<file path="src/rtl/bcd_pkg.sv">
// bcd_pkg: shared BCD digit type, limits and validity helper
package bcd_pkg;
   typedef logic [3:0] bcd_t;
   localparam bcd_t BCD_MAX = 4'd9;
   localparam bcd_t BCD_MIN = 4'd0;
   function automatic logic bcd_valid(input bcd_t v);
      return v <= BCD_MAX;
   endfunction
endpackage

</file>
<file path="src/rtl/bcd_decade_counter_tick_gen.sv">
// tick_gen: enable-gated prescaler emitting a one-cycle tick every DIV enabled clocks
module tick_gen #(
   parameter int unsigned DIV = 50_000_000
) (
   input  logic clk,
   input  logic rst,
   input  logic en,
   output logic tick
);
   localparam int unsigned W = (DIV > 1) ? $clog2(DIV) : 1;
   localparam logic [W-1:0] LAST = W'(DIV - 1);
   logic [W-1:0] pcnt_q, pcnt_d;
   assign tick = en & (pcnt_q == LAST);
   always_comb pcnt_d = !en ? pcnt_q : tick ? '0 : pcnt_q + 1'b1;
   always_ff @(posedge clk)
      if (rst) pcnt_q <= '0;
      else     pcnt_q <= pcnt_d;
endmodule

</file>
<file path="src/rtl/bcd_decade_counter.sv">
// bcd_decade_counter: prescaled up/down BCD decade with load and carry/borrow for cascading
module bcd_decade_counter
   import bcd_pkg::*;
#(
   parameter int unsigned DIV = 50_000_000
) (
   input  logic       clk,
   input  logic       rst,
   input  logic       en,
   input  logic       cin,
   input  logic       up,
   input  logic       load,
   input  logic [3:0] load_val,
   output logic [3:0] digit,
   output logic       tick,
   output logic       cout,
   output logic       load_err
);
   bcd_t digit_q, digit_d;
   logic err_q, err_d;
   logic step, term;
   tick_gen #(.DIV(DIV)) u_tick (.clk(clk), .rst(rst), .en(en), .tick(tick));
   assign step     = tick & cin;
   assign term     = up ? (digit_q == BCD_MAX) : (digit_q == BCD_MIN);
   assign cout     = step & term & ~load;
   assign digit    = digit_q;
   assign load_err = err_q;
   // a load, valid or not, always consumes the cycle's step
   always_comb begin
      err_d   = load & ~bcd_valid(load_val);
      digit_d = load  ? (bcd_valid(load_val) ? load_val : digit_q) :
                !step ? digit_q :
                term  ? (up ? BCD_MIN : BCD_MAX) :
                up    ? digit_q + 4'd1 : digit_q - 4'd1;
   end
   always_ff @(posedge clk)
      if (rst) begin
         digit_q <= BCD_MIN;
         err_q   <= 1'b0;
      end else begin
         digit_q <= digit_d;
         err_q   <= err_d;
      end
endmodule

</file>
<file path="config.mk">
export PLATFORM = sky130hd
export DESIGN_NAME = bcd_decade_counter
export DESIGN_NICKNAME = d
export VERILOG_FILES = /design/src/rtl/bcd_pkg.sv /design/src/rtl/bcd_decade_counter_tick_gen.sv /design/src/rtl/bcd_decade_counter.sv
export SDC_FILE = /design/constraint.sdc
export NUM_CORES = 1
export LEC_CHECK = 0
export ABC_AREA = 1
export ABC_CLOCK_PERIOD_IN_PS = 4100
export CAP_MARGIN = 20
export CORE_MARGIN = 1
export CORE_UTILIZATION = 45
export DETAILED_ROUTE_END_ITERATION = 7
export MAX_ROUTING_LAYER = met4
export PLACE_DENSITY = 0.65
export SLEW_MARGIN = 20
export SYNTH_ARGS = -nofsm -noshare
export SYNTH_HDL_FRONTEND = slang
export SYNTH_SLANG_ARGS = --single-unit
</file>
<file path="constraint.sdc">
create_clock -name clk -period 4.1 [get_ports clk]
set_input_delay 0.82 -clock clk [delete_from_list [all_inputs] [get_ports clk]]
set_output_delay 0.82 -clock clk [all_outputs]
set_load 0.01 [all_outputs]
</file>
==> impl_metrics.json <==
{
  "outcome": "complete, no violations",
  "cts_setup_buffers": 0,
  "vias_per_cell": 4.82,
  "final_hold_viol_count": 0,
  "r2r_start": "u_tick.pcnt_q[0]",
  "cp_data_arrival_time_ns": 2.59,
  "num_vias": 1792,
  "root_buffer": "clkbuf_8",
  "worstPathRequired_ns": 3.28,
  "drt_iter0_drc": 123,
  "ys.flop_type": "dfxtp_1",
  "dpl-instance-area_mm2": 0.00210,
  "synth-compound-area-share": 0.0659,
  "htreeDepth": 2,
  "setup_ws_ns": 0.687,
  "grt_pass1_wl_um": 6920,
  "async_reset_ff_frac": 0,
  "synth_nets": 312,
  "yosysSeqAreaShare": 0.330,
  "maxCapViolCount": 0,
  "syn-mean-instance-area_um2": 6.31,
  "synth_most_common_cell": "nand2_1",
  "met1_usage": 0.268,
  "dp_cells": 364,
  "globalRoute.busiestLayer": "met2",
  "grt_max_degree": 15,
  "min_path_type": "reg -> reg",
  "min_from": "u_tick.pcnt_q[14]",
  "leakagePower_nw": 0.903,
  "initial_utilization": 0.470,
  "synth.area.mux_share": 0,
  "rows": 23,
  "grt-ovfl-total": 0,
  "clk_latency_ns": 0.28,
  "instances_no_fill": 372,
  "synth.top_cell.area_share": 0.330,
  "ys_top_cells_by_count": "80 x nand2_1, 57 x nor2_1, 35 x inv_1",
  "cts_tree": "yes",
  "syn_area_mm2": 0.00188,
  "path_cells": "clkdlybuf4s50_1, nand2_1, nor2_1, nand2_1, nor2_1, nand3_2, a21oi_1, clkdlybuf4s50_1",
  "final_nets": 335,
  "fin_hold_ws_ns": 0.486,
  "path_buf_inv": 2,
  "critical-path-top-delay-family": "buffers and inverters",
  "place_ws_ns": 0.693,
  "wl_um": 4150,
  "diodes": 0,
  "core_mm2": 0.00400,
  "worst_pin_slew_ns": 0.324,
  "antenna_found_initial": 0,
  "cts_buffer_depth": 2,
  "drt_first_pass_iters": 5,
  "drive_gt1_frac": 0.0932,
  "yosys_register_bits": 31,
  "clk_pin_slew_ns": 0.06,
  "route.detailed.drc": 0,
  "synth-edff-count": 0,
  "ir_drop_uv": 183,
  "synth_top_family_by_area": "simple AND/OR/NAND/NOR gates",
  "yosys_warnings": 0,
  "chipHeight_um": 66.6,
  "synth_cells": 298,
  "synth-xor-area-share": 0.0186,
  "startpoint": "en",
  "setup_tns_ns": 0,
  "cts_made_buffers": 5,
  "cts.sinks": 31,
  "ys_top_cells_by_area": "dfxtp_1 33%, nand2_1 16%, nor2_1 11%",
  "slowest_stage": "clkdlybuf4s50_1",
  "die_w_um": 66.6,
  "power_density_mw_per_mm2": 283,
  "use_met2": 0.331,
  "gp_congestion": 0.912,
  "grt_use_met3": 0.0411,
  "crit_type": "in -> out",
  "max_slew_margin": 0.784,
  "rsz0062_at_grt": "false",
  "synth-simple-area-share": 0.471,
  "worstSetupStartpointType": "input pin",
  "areaGrowthSynthToFinish_pct": 16.0,
  "io_pins": 17,
  "setup_viol": 0,
  "grt_usage": 0.211,
  "fmax_ghz": 0.293,
  "worstPathMaxFanout": 7,
  "hpwl_um": 3150,
  "clock_skew_ns": 0.00525,
  "synth_top_area_cell": "dfxtp_1",
  "cts_hold_buf": 0,
  "grt_pass1_vias": 1608,
  "endpoint_kind": "output port",
  "yosys.area_share.adder": 0.0306,
  "die-area_mm2": 0.00444,
  "drtAntennaViolNets": 0,
  "numPortBuffers": 16,
  "wl_per_cell_um": 11.1,
  "slowest_delay_ns": 0.55,
  "report.final.slew_viol_count": 0,
  "fin_crit_ns": 3.41,
  "fin_area_mm2": 0.00218,
  "synth_cell_types": 27,
  "fin_crit_sh": 0.832,
  "cts_resized": 0
}
## state kept, by name (all words and copies together) (netlist names)
register	count
u_tick.pcnt_q	26
load_err	1
digit	4
## through the flow
step | util | power (mW)
after floorplan | - | 0.364
after global placement | 0.525 | 0.393
after detailed placement | 0.525 | 0.393
after CTS | 0.545 | 0.625
after global routing | 0.545 | 0.647
final | 0.545 | 0.617
## placed cells by master (no fill, tap or decap), types with 3 or more instances in the layout
cell / n
nand2_1: 80
nor2_1: 57
inv_1: 35
dfxtp_1: 31
nand3_1: 19
clkdlybuf4s50_1: 16
a21oi_1: 12
o21ai_0: 8
nor3_1: 8
nand4_1: 7
nand2_2: 5
clkbuf_8: 5
inv_2: 4
nor2_4: 4
nand3_2: 3
nor2_2: 3
xor2_1: 3
or2_2: 3
ha_1: 3
## cells by family after synthesis
kind of cell             Yosys count
adder cells (fa/ha/maj)            4
AO/OA/AOI/OAI                     24
buffers and inverters             40
flip-flops                        31
AND/OR/NAND/NOR                  195
XOR/XNOR                           4
## power breakdown
part | leakage [nW] | internal (mW) | total [mW] | switching, mW
registers | 0.251 | 0.307 | 0.314 | 0.00717
logic | 0.610 | 0.0348 | 0.0727 | 0.0379
clock network | 0.0422 | 0.119 | 0.230 | 0.111
total | 0.903 | 0.460 | 0.617 | 0.156
## cell type report
type	count	area, um^2
Sequential cell	31	621
Fill cell	414	1820
Clock inverter	1	5.00
Inverter	39	146
Clock buffer	7	76.3
Timing Repair Buffer	17	168
Tap cell	50	62.6
Multi-Input combinational cell	227	1100
## per-layer routing
metal	vias up	part of all wire
li1	988	-
met3	4	0.032
met4	0	0.010
met5	-	0
met1	777	0.52
met2	23	0.44
## final timing paths
kind              depth (start not counted)                 to  slack (ns)
setup reg to reg                         10  u_tick.pcnt_q[18]        2.40
setup / recovery                          8               cout        0.69
hold / removal                            2  u_tick.pcnt_q[14]        0.49
hold reg to reg                           2  u_tick.pcnt_q[14]        0.49
## tightest hold or removal path, delay by kind of cell, from the launching register on
family | cells | cell delay [ns]
buffers and inverters | 1 | 0.06
AO/OA/AOI/OAI | 1 | 0.05
flip-flops | 1 | 0.34
No activity file was read; power rests on OpenSTA's default activity.
